--- config.mk ---
export PLATFORM = sky130hd
export DESIGN_NAME = settings_regfile
export DESIGN_NICKNAME = d
export VERILOG_FILES = /design/src/rtl/settings_regfile.sv
export SDC_FILE = /design/constraint.sdc
export NUM_CORES = 1
export LEC_CHECK = 0
export ABC_AREA = 1
export BUFFER_PORTS_ARGS = -buffer_cell sky130_fd_sc_hd__buf_2
export CAP_MARGIN = 20
export CORE_MARGIN = 1
export CORE_UTILIZATION = 57
export DETAILED_ROUTE_END_ITERATION = 16
export GPL_ROUTABILITY_DRIVEN = 0
export PLACE_DENSITY = 0.8
export SETUP_SLACK_MARGIN = 0.5
export SLEW_MARGIN = 30
export SYNTH_ARGS = -nofsm -noshare
export SYNTH_HDL_FRONTEND = slang
export SYNTH_SLANG_ARGS = --single-unit
--- constraint.sdc ---
create_clock -name clk_i -period 6.9 [get_ports clk_i]
set_input_delay 0.69 -clock clk_i [delete_from_list [all_inputs] [get_ports clk_i]]
set_output_delay 0.69 -clock clk_i [all_outputs]
set_load 0.005 [all_outputs]
--- src/rtl/settings_regfile.sv ---
// Byte-wide settings register file with a staging/live double buffer,
// a one-outstanding request/response port, commit and a sticky write lock.
module settings_regfile #(
    parameter int                    NumBytes   = 12,
    parameter int                    RoLastAddr = 5,
    parameter int                    AddrWidth  = 8,
    parameter logic [NumBytes*8-1:0] ResetValue = '0
) (
    input  logic                    clk_i,
    input  logic                    rst_i,
    input  logic                    req_valid_i,
    output logic                    req_ready_o,
    input  logic                    req_write_i,
    input  logic [AddrWidth-1:0]    req_addr_i,
    input  logic [7:0]              req_wdata_i,
    output logic                    rsp_valid_o,
    input  logic                    rsp_ready_i,
    output logic [7:0]              rsp_rdata_o,
    output logic                    rsp_err_o,
    input  logic                    commit_i,
    input  logic                    lock_i,
    output logic [NumBytes*8-1:0]   settings_o,
    output logic                    dirty_o,
    output logic                    locked_o
);

    typedef enum logic [0:0] {
        ST_IDLE = 1'b0,
        ST_RESP = 1'b1
    } state_t;

    state_t                state_r;
    logic                  ready_r;
    logic                  rsp_valid_r;
    logic [7:0]            rsp_rdata_r;
    logic                  rsp_err_r;
    logic                  dirty_r;
    logic                  locked_r;
    logic [NumBytes*8-1:0] staging_r;
    logic [NumBytes*8-1:0] live_r;

    logic [31:0]           addr_s;
    logic                  accept_s;
    logic                  in_range_s;
    logic                  wr_ok_s;
    logic [7:0]            rd_byte_s;

    // Request decode: acceptance, range check and write legality (old lock value)
    always_comb begin
        addr_s     = 32'(req_addr_i);
        accept_s   = req_valid_i & ready_r;
        in_range_s = (addr_s < 32'(NumBytes));
        wr_ok_s    = req_write_i & in_range_s & (addr_s > 32'(RoLastAddr)) & ~locked_r;
        if (in_range_s) begin
            rd_byte_s = staging_r[addr_s*32'd8 +: 8];
        end else begin
            rd_byte_s = 8'h00;
        end
    end

    // Request/response FSM with registered handshake and response outputs
    always_ff @(posedge clk_i or posedge rst_i) begin
        if (rst_i) begin
            state_r     <= ST_IDLE;
            ready_r     <= 1'b1;
            rsp_valid_r <= 1'b0;
            rsp_rdata_r <= 8'h00;
            rsp_err_r   <= 1'b0;
        end else begin
            case (state_r)
                ST_IDLE: begin
                    if (accept_s) begin
                        state_r     <= ST_RESP;
                        ready_r     <= 1'b0;
                        rsp_valid_r <= 1'b1;
                        rsp_rdata_r <= req_write_i ? 8'h00 : rd_byte_s;
                        rsp_err_r   <= req_write_i ? ~wr_ok_s : ~in_range_s;
                    end else begin
                        state_r     <= ST_IDLE;
                        ready_r     <= 1'b1;
                        rsp_valid_r <= 1'b0;
                    end
                end
                ST_RESP: begin
                    if (rsp_ready_i) begin
                        state_r     <= ST_IDLE;
                        ready_r     <= 1'b1;
                        rsp_valid_r <= 1'b0;
                        rsp_rdata_r <= 8'h00;
                        rsp_err_r   <= 1'b0;
                    end else begin
                        state_r     <= ST_RESP;
                    end
                end
                default: begin
                    state_r     <= ST_IDLE;
                    ready_r     <= 1'b1;
                    rsp_valid_r <= 1'b0;
                    rsp_rdata_r <= 8'h00;
                    rsp_err_r   <= 1'b0;
                end
            endcase
        end
    end

    // Staging/live arrays; live samples pre-write staging when commit and write coincide
    always_ff @(posedge clk_i or posedge rst_i) begin
        if (rst_i) begin
            staging_r <= ResetValue;
            live_r    <= ResetValue;
            dirty_r   <= 1'b0;
        end else begin
            if (commit_i) begin
                live_r <= staging_r;
            end
            if (accept_s && wr_ok_s) begin
                staging_r[addr_s*32'd8 +: 8] <= req_wdata_i;
                dirty_r                      <= 1'b1;
            end else if (commit_i) begin
                dirty_r <= 1'b0;
            end else begin
                dirty_r <= dirty_r;
            end
        end
    end

    // Sticky lock, cleared only by reset
    always_ff @(posedge clk_i or posedge rst_i) begin
        if (rst_i) begin
            locked_r <= 1'b0;
        end else if (lock_i) begin
            locked_r <= 1'b1;
        end else begin
            locked_r <= locked_r;
        end
    end

    assign req_ready_o = ready_r;
    assign rsp_valid_o = rsp_valid_r;
    assign rsp_rdata_o = rsp_rdata_r;
    assign rsp_err_o   = rsp_err_r;
    assign settings_o  = live_r;
    assign dirty_o     = dirty_r;
    assign locked_o    = locked_r;

endmodule
==> impl_metrics.yaml <==
floorplanning:
  pin_count: 132
  die_y_um: 129
  core-area_mm2: 0.0158
  initial_core_util_pct: 58.2
  rows: 46
  dieArea_mm2: 0.0166
  chipWidth_um: 129
setup_path:
  critPathRequiredTime_ps: 7260
  rr_startpoint: "req_ready_o"
  r2r_end: "staging_r[65]"
  crit_chain: "buf_2 > inv_1 > ha_1 > inv_1 > nor2_2 > inv_1 > nor2_4 > nand3_4 > nand2_1 > o21ai_1"
  slowest_stage: "ha_1"
  crit_fanout: 42
  slowest_delay_ps: 940
  end_kind: "register"
  critPathKind: "in2reg"
  critPathBufInv: 4
  reg2reg_slack_ps: 4640
  cpMostUsedCell: "inv_1"
  cpLargestDelayFamily: "buffers and inverters"
  r2r_cells: 7
  crit_path_start_kind: "input pin"
  critPathArrivalTime_ps: 4190
timing:
  slew_headroom_pct: 43.1
  fin_ws_ps: 3080
  rsz0062_at_grt: "no"
  hold_viol: 0
  setup_violations: 0
  report.final.slew_viol_count: 0
  max_freq_mhz: 261
  tightest_slew_ps: 853
  finalSetupTns_ps: 0
  layout_min_cycle_time_ps: 3820
  clock_skew_ps: 14.2
  finalCritPeriodShare_pct: 55.4
finish:
  area_delta_synth_final_pct: 14.2
  final_nets: 1042
  post_route_cells_drive_above_1_share_pct: 27.3
  final_core_util_pct: 66.4
  fin_area_mm2: 0.0105
clock_network:
  postCtsResizedCells: 0
  postCtsHoldBufs: 0
  clk_pin_slew_ps: 60
  post_cts_buffers: 0
  clockBufferDepth: 3
  cts_root_buf: "clkbuf_16"
  htreeDepth: 1
  clock_latency_ps: 490
  cts_buffers: 21
  cts_tree: "yes"
  numClockSinks: 206
detailed_routing:
  avgRoutedWirePerCell_um: 18.1
  vias: 7100
  drtAntennaViolNets: 0
  drc: 0
  dr.pass1.iters: 6
  drtIter0Drc: 755
  routed_wl_um: 22600
  vias_per_cell: 5.69
synth:
  yosysMostFrequentCell: "dfrtp_1"
  ys_ff_latch: 206
  synthTopCellsByCount: "dfrtp_1 (205), nand2_1 (163), nor2_1 (74)"
  yosysWarnings: 0
  synth.area.top_cells: "dfrtp_1 (56%), mux2_2 (8.8%), nand2_1 (6.7%)"
  async_flop_share_pct: 100
  avgSynthCellArea_um2: 9.80
  yosysTopAreaCell: "dfrtp_1"
  synth_edf_count: 0
  syn_nets: 962
  synth_cell_type_count: 36
  ys.flop_type: "dfrtp_1"
  yosysTopAreaCellShare_pct: 55.9
  syn-cell-area_mm2: 0.00917
  syn_inst: 936
  synth-seq-area-share_pct: 56.2
power_and_ir_drop:
  p_per_area_mw_per_mm2: 244
  leakage_nw: 5.41
  peakVddDrop_mv: 0.184
job:
  cap_viol_max_count: 0
grt:
  grt_antenna_before_repair: 1
  grt_use_total_pct: 27.7
  grt_max_degree: 134
  grt_overflow: 0
  grt_first_pass_wirelength_um: 35000
  first_global_vias: 6398
hold_path:
  hp-class: "in2async"
place:
  placed_cell_area_mm2: 0.00978
  post-place-ws_ps: 2400
  portBuffers: 131
  hpwlAfterDp_um: 16000
outcome:
  status: "complete, no violations"
==> worst max path at each step <==
stage | cells past startpoint | slack (ps) | end | from
final | 10 | 3080 | staging_r[22] | req_addr_i[1]
after global placement | 10 | 2600 | staging_r[49] | req_addr_i[1]
after floorplan | 1 | 590 | dirty_o | rst_i
after global routing | 10 | 2840 | staging_r[22] | req_addr_i[1]
after detailed placement | 10 | 2400 | staging_r[19] | req_addr_i[1]
after CTS | 10 | 2870 | staging_r[22] | req_addr_i[1]
==> cell usage in the layout (no fill, tap or decap), types with 8 or more instances in the layout <==
cell type	instances
o21ai_2	9
o221ai_1	8
mux2_2	72
nand3_1	66
a21oi_1	40
o21ai_1	40
clkbuf_16	21
inv_1	56
o211ai_1	8
dfrtp_1	205
o21ai_0	49
nor4_1	9
nand2_1	163
buf_2	130
nor2_1	73
nand4_1	24
==> power breakdown <==
group | total (mW) | switching, mW | internal [mW]
Sequential | 1.25 | 0.0141 | 1.23
Clock | 1.11 | 0.456 | 0.652
Combinational | 0.205 | 0.148 | 0.0572
==> worst reg2reg max path: stages (launching register included) <==
cell and delay, ps:
dfstp_2 550, nand2_1 90, inv_1 100, nand4_4 190
nor3_4 510, nand2_1 470, nand2_1 160, o21ai_1 70
==> per-layer routing <==
metal	share of wire [%]	GRT usage, %	vias up
li1	-	-	3304
met1	46	42.3	3397
met2	43	40.6	351
met3	8.4	4.41	48
met4	2.7	8.93	0
met5	0	0	-
==> cell type report <==
type | count | area [µm²]
well taps | 216 | 270
fillers | 1253 | 5300
clock inverters | 8 | 75.1
diodes | 2 | 5.00
repair buffers | 134 | 684
multi-input cells | 591 | 3430
inverters | 62 | 245
flip-flops and latches | 206 | 5160
clock buffers | 29 | 606
==> logic make-up after synthesis <==
group	synth area share, %
compound gates	9.50
fa+ha+maj	0.409
buf+inv	6.40
flops	56.2
mux	8.84
simple gates	18.6
==> stage by stage <==
step | total power, mW | hold slack [ps] | cells
after floorplan | 1.41 | 440 | 936
after detailed placement | 1.47 | 400 | 1209
after global routing | 2.65 | 375 | 1246
final | 2.56 | 290 | 1248
after global placement | 1.47 | 389 | 1209
after CTS | 2.57 | 387 | 1246
==> registers in the layout (all words and copies together) (netlist names) <==
name,flops
dirty_o,1
locked_o,1
req_ready_o,1
rsp_err_o,1
rsp_rdata_o,8
rsp_valid_o,1
settings_o,96
staging_r,96
state_r,1
(Power assumes the default switching activity.)
